==> src/rtl/pe_rr_dispatcher_pkg.sv <==
// pe_dispatch_pkg: shared defaults, width helpers and reset constants for the PE dispatcher.
package pe_dispatch_pkg;
  localparam int DEF_NUM_PE  = 4;
  localparam int DEF_DATA_W  = 16;
  localparam int DEF_MAX_OUT = 2;
  function automatic int idx_w(input int n);
    return n > 1 ? $clog2(n) : 1;
  endfunction
  function automatic int cred_w(input int m);
    return $clog2(m + 1);
  endfunction
  // rr_ptr resets to the last index so the first grant lands on PE0
  function automatic int rr_rst(input int n);
    return n - 1;
  endfunction
  function automatic int cred_rst(input int m);
    return m;
  endfunction
endpackage

==> src/rtl/pe_rr_dispatcher_picker.sv <==
// rr_picker: combinational round-robin finder, first eligible index after ptr_i (wrapping).
module rr_picker #(
  parameter int N  = 4,
  parameter int IW = 2
) (
  input  logic [N-1:0]  elig_i,
  input  logic [IW-1:0] ptr_i,
  output logic [N-1:0]  gnt_o,
  output logic [IW-1:0] idx_o,
  output logic          any_o
);
  // scanning from the far offset down lets the nearest eligible index win
  always_comb begin
    idx_o = '0;
    for (int k = N; k >= 1; k--)
      if (elig_i[(int'(ptr_i) + k) % N]) idx_o = IW'((int'(ptr_i) + k) % N);
    any_o = |elig_i;
    gnt_o = any_o ? N'(1) << idx_o : '0;
  end
endmodule

==> src/rtl/pe_rr_dispatcher.sv <==
// pe_rr_dispatcher: credit-based round-robin steering of one FIFO stream onto NUM_PE PEs
// through a single registered output stage.
module pe_rr_dispatcher
  import pe_dispatch_pkg::*;
#(
  parameter int NUM_PE  = DEF_NUM_PE,
  parameter int DATA_W  = DEF_DATA_W,
  parameter int MAX_OUT = DEF_MAX_OUT
) (
  input  logic              clock,
  input  logic              reset,
  input  logic              io_fifo_valid,
  output logic              io_fifo_ready,
  input  logic [DATA_W-1:0] io_fifo_data,
  output logic [NUM_PE-1:0] io_pe_valid,
  input  logic [NUM_PE-1:0] io_pe_ready,
  output logic [DATA_W-1:0] io_pe_data,
  input  logic [NUM_PE-1:0] io_pe_done,
  output logic              io_idle,
  output logic              io_err
);
  localparam int IW = idx_w(NUM_PE);
  localparam int CW = cred_w(MAX_OUT);
  localparam logic [IW-1:0] RR_RST   = IW'(rr_rst(NUM_PE));
  localparam logic [CW-1:0] CRED_RST = CW'(cred_rst(MAX_OUT));
  logic              out_valid_q, err_q, fire, acc, pick_any;
  logic [DATA_W-1:0] out_data_q;
  logic [IW-1:0]     out_sel_q, rr_ptr_q, pick_idx;
  logic [CW-1:0]     credit_q [NUM_PE];
  logic [CW-1:0]     credit_d [NUM_PE];
  logic [NUM_PE-1:0] elig, at_max, pick_gnt;
  rr_picker #(.N(NUM_PE), .IW(IW)) u_pick (
    .elig_i(elig),
    .ptr_i (rr_ptr_q),
    .gnt_o (pick_gnt),
    .idx_o (pick_idx),
    .any_o (pick_any)
  );
  // credits are spent at accept; a done at MAX_OUT is flagged and not counted
  always_comb begin
    for (int i = 0; i < NUM_PE; i++) begin
      elig[i]     = credit_q[i] != '0;
      at_max[i]   = credit_q[i] == CRED_RST;
      credit_d[i] = credit_q[i] - CW'(acc & pick_gnt[i]) + CW'(io_pe_done[i] & ~at_max[i]);
    end
  end
  assign fire          = out_valid_q & io_pe_ready[out_sel_q];
  assign io_fifo_ready = reset & (~out_valid_q | fire) & pick_any;
  assign acc           = io_fifo_valid & io_fifo_ready;
  assign io_pe_valid   = out_valid_q ? NUM_PE'(1) << out_sel_q : '0;
  assign io_pe_data    = out_data_q;
  assign io_idle       = ~out_valid_q & (&at_max);
  assign io_err        = err_q;
  always_ff @(posedge clock or negedge reset) begin
    if (!reset) begin
      out_valid_q <= 1'b0;
      out_data_q  <= '0;
      out_sel_q   <= '0;
      rr_ptr_q    <= RR_RST;
      err_q       <= 1'b0;
      for (int i = 0; i < NUM_PE; i++) credit_q[i] <= CRED_RST;
    end else begin
      if (acc) begin
        out_valid_q <= 1'b1;
        out_data_q  <= io_fifo_data;
        out_sel_q   <= pick_idx;
        rr_ptr_q    <= pick_idx;
      end else if (fire) begin
        out_valid_q <= 1'b0;
      end
      credit_q <= credit_d;
      err_q    <= err_q | (|(io_pe_done & at_max));
    end
  end
endmodule

==> config.mk <==
export PLATFORM = sky130hd
export DESIGN_NAME = pe_rr_dispatcher
export DESIGN_NICKNAME = d
export VERILOG_FILES = /design/src/rtl/pe_rr_dispatcher_pkg.sv /design/src/rtl/pe_rr_dispatcher_picker.sv /design/src/rtl/pe_rr_dispatcher.sv
export SDC_FILE = /design/constraint.sdc
export NUM_CORES = 1
export LEC_CHECK = 0
export CAP_MARGIN = 20
export CORE_MARGIN = 1.5
export CORE_UTILIZATION = 47
export DETAILED_ROUTE_END_ITERATION = 12
export HOLD_SLACK_MARGIN = 0.08
export PLACE_DENSITY = 0.8
export SKIP_CTS_REPAIR_TIMING = 1
export SYNTH_ARGS = -nofsm -noshare
export SYNTH_HDL_FRONTEND = slang
export SYNTH_HIERARCHICAL = 1
export SYNTH_SLANG_ARGS = --single-unit
==> constraint.sdc <==
create_clock -name clock -period 2.65 [get_ports clock]
set_input_delay 0.265 -clock clock [delete_from_list [all_inputs] [get_ports clock]]
set_output_delay 0.265 -clock clock [all_outputs]
set_load 0.1 [all_outputs]
==> results.py <==
metrics = {
    "sta": {
        "grt_setup_unrepaired": "false",
        "timing.final.ws_setup_ps": 290,
        "max-slew-margin-rel_pct": 71.4,
        "tightest_slew_ps": 418,
        "hold_viol_final": 0,
        "skew_ps": 16.3,
        "slew_viol_final": 0,
        "min_period_ps": 2360,
        "post-route-period-util_pct": 89.1,
        "setup_viol": 0,
        "tns_ps": 0,
        "max_freq_mhz": 424,
    },
    "synth": {
        "synthAdderAreaFrac_pct": 5.93,
        "synth-xor-area-share_pct": 4.15,
        "syn_inst": 144,
        "synth_top_area_cell": "dfrtp_1",
        "synth_top_family_by_area": "simple AND/OR/NAND/NOR gates",
        "synth.area.top_cells": "dfrtp_1 36%, mux2_2 13%, dfstp_2 9.3%, ha_1 5.9%, xnor2_1 4.2%",
        "seq_area_frac_synth_pct": 44.9,
        "ys_warn_count": 6,
        "yosys.area_share.simple_pct": 14.2,
        "synth_top_area_share_pct": 35.6,
        "avgSynthCellArea_um2": 11.7,
        "ys_seq_elements": 30,
        "ys_types": 43,
        "synth_compound_area_share_pct": 11.6,
        "muxShareOfSynthArea_pct": 13.9,
        "synth_area_um2": 1690,
        "synth_nets": 179,
    },
    "finish": {
        "seqCellArea_um2": 758,
        "antenna_cells": 0,
        "fin_nets": 231,
        "fillers": 262,
        "area_delta_synth_final_pct": 31.9,
        "multi_input_area_um2": 856,
        "drive_gt1_share_pct": 37.6,
        "design_area_um2": 2230,
    },
    "grt": {
        "overflow": 0,
        "antenna_found_initial": 0,
        "grt_pass1_wl_mm": 5.88,
        "track_usage_pct": 19.1,
        "grt_max_degree": 32,
        "grt_pass1_vias": 1346,
    },
    "placed_design": {
        "hpwl_mm": 2.69,
        "place.gp.congestion": 0.784,
        "dpl_cell_area_um2": 2160,
        "portBuffers": 49,
        "place_ws_ps": 249,
    },
    "routing": {
        "vias": 1233,
        "drc": 0,
        "wl_per_cell_um": 14.3,
        "wirelength_met1_mm": 1.41,
        "drt-initial-drc-count": 20,
        "final_antenna_net_count": 0,
        "wl_mm": 3.47,
        "dr.pass1.iters": 4,
        "met2WireLength_mm": 1.87,
        "top_layer_used": "met4",
        "wl_met3_um": 157,
        "via_per_inst": 5.07,
    },
    "run_status": {
        "outcome": "finished clean",
    },
    "cts": {
        "cts_sinks": 30,
        "tritoncts": "yes",
        "clock_latency_ps": 340,
        "clk_pin_slew_worst_paths_ps": 110,
        "cts-root-buf": "clkbuf_4",
        "cts_buffers": 5,
        "clockBufferDepth": 2,
        "htree_levels": 2,
    },
    "critical_path": {
        "r2r_start": "credit_q[0]",
        "critPathMaxStageDelay_ps": 410,
        "r2r_setup_slack_ps": 290,
        "start_kind": "flop",
        "reg2reg_depth": 11,
        "cp.required_ps": 2910,
        "crit_fanout": 10,
        "crit_slowest_cell": "dfrtp_1",
        "critPathArrivalTime_ps": 2620,
        "worstSetupPathType": "reg -> reg",
        "cp_cell_sequence": "or2_2 > nor2_2 > nand2_1 > nand3_1 > a221oi_4 > and2_1 > ha_1 > inv_1 > ha_1 > xnor2_1 > xnor2_1",
        "endpoint_kind": "flop",
        "r2r_end": "credit_q[3]",
    },
    "flow_run": {
        "cap_violations": 0,
    },
    "floorplan": {
        "start_util_pct": 49.8,
        "ios": 50,
        "die_x_um": 62.9,
        "die_y_um": 62.9,
        "core-area_um2": 3390,
        "die_area_um2": 3960,
        "num_rows": 21,
    },
    "hold_path": {
        "min_path_type": "in -> async",
    },
}
-- critical path, delay by kind of cell, from the launching register on --
family                   cells  cell delay, ps
AND/OR/NAND/NOR              5            1000
adder cells (fa/ha/maj)      2             440
flip-flops                   1             410
XOR/XNOR                     2             320
AO/OA/AOI/OAI                1              60
buffers and inverters        1              40
-- cells in the mapped netlist (all sizes together) --
cell     instances
a211oi           2
a21boi           1
a21oi            4
a221oi           1
a222oi           1
a22oi            1
a2bb2oi          1
a31oi            1
and2             7
and2b            4
and3             2
buf              6
dfrtp           24
dfstp            6
ha               8
inv              8
mux2            19
mux2i            2
nand2            7
nand2b           5
nand3            1
nor2             4
nor2b            5
nor4             1
o211a            1
o21a             1
o21ai            3
o21bai           2
o221a            1
o221ai           1
o22ai            1
o2bb2ai          1
or2              4
xnor2            8
-- cell type report --
class | instances | share of cell area (%)
multi-input cells | 100 | 38.4
flip-flops and latches | 30 | 34.1
repair buffers | 51 | 20.7
well taps | 46 | 2.59
clock buffers | 6 | 2.30
inverters | 8 | 1.35
clock inverters | 2 | 0.562
-- registers in the layout (all words and copies together), names as in the netlist --
signal and count:
credit_q 8, rr_ptr_q 2, io_err 1, io_pe_data 16, out_valid_q 1, out_sel_q 2
-- cells in the final DEF, fill, tap and decap left out, drive strengths merged, types with 7 or more instances in the layout --
| master | netlist | routed |
|---|---|---|
| xnor2 | 8 | 8 |
| nand2 | 7 | 7 |
| and2 | 7 | 7 |
| mux2 | 19 | 19 |
| buf | 6 | 25 |
| clkdlybuf4s50 | 0 | 26 |
| ha | 8 | 8 |
| dfrtp | 24 | 24 |
| inv | 8 | 8 |
-- worst max-delay path by stage --
stage / from / endpoint / slack [ps]
3_3_place_gp: credit_q[0] / credit_q[7] / 330
6_report: credit_q[0] / credit_q[3] / 290
3_5_place_dp: credit_q[0] / credit_q[3] / 250
5_1_grt: credit_q[0] / credit_q[5] / 70
2_1_floorplan: credit_q[0] / credit_q[5] / 240
4_1_cts: credit_q[0] / credit_q[3] / 220
-- per-stage QoR --
step / util (%) / hold WS [ps] / std cells
3_5_place_dp: 63.7 / 469 / 235
2_1_floorplan: - / -30.6 / 144
4_1_cts: 65.6 / 393 / 243
6_report: 65.7 / 375 / 243
5_1_grt: 65.7 / 413 / 243
3_3_place_gp: 63.7 / 463 / 235
-- per-layer routing --
metal | vias to the layer above | track usage [%]
met2 | 30 | 34.2
met3 | 4 | 5.59
li1 | 602 | -
met1 | 597 | 21.1
met4 | 0 | 7.50
met5 | - | 0
-- cells by family (layout without fill, tap and decap cells) --
group                      count (synthesis)  after routing
and+or+nand+nor                           40             40
DFF                                       30             30
AOI/OAI and AO/OA                         23             23
muxes                                     21             21
buffers and inverters                     14             67
adders and majority gates                  8              8
xor gates and xnor gates                   8              8
Power is left out: the tool's default activity adds up to more than one toggle a clock period on the data nets, which glitch-free logic cannot reach.
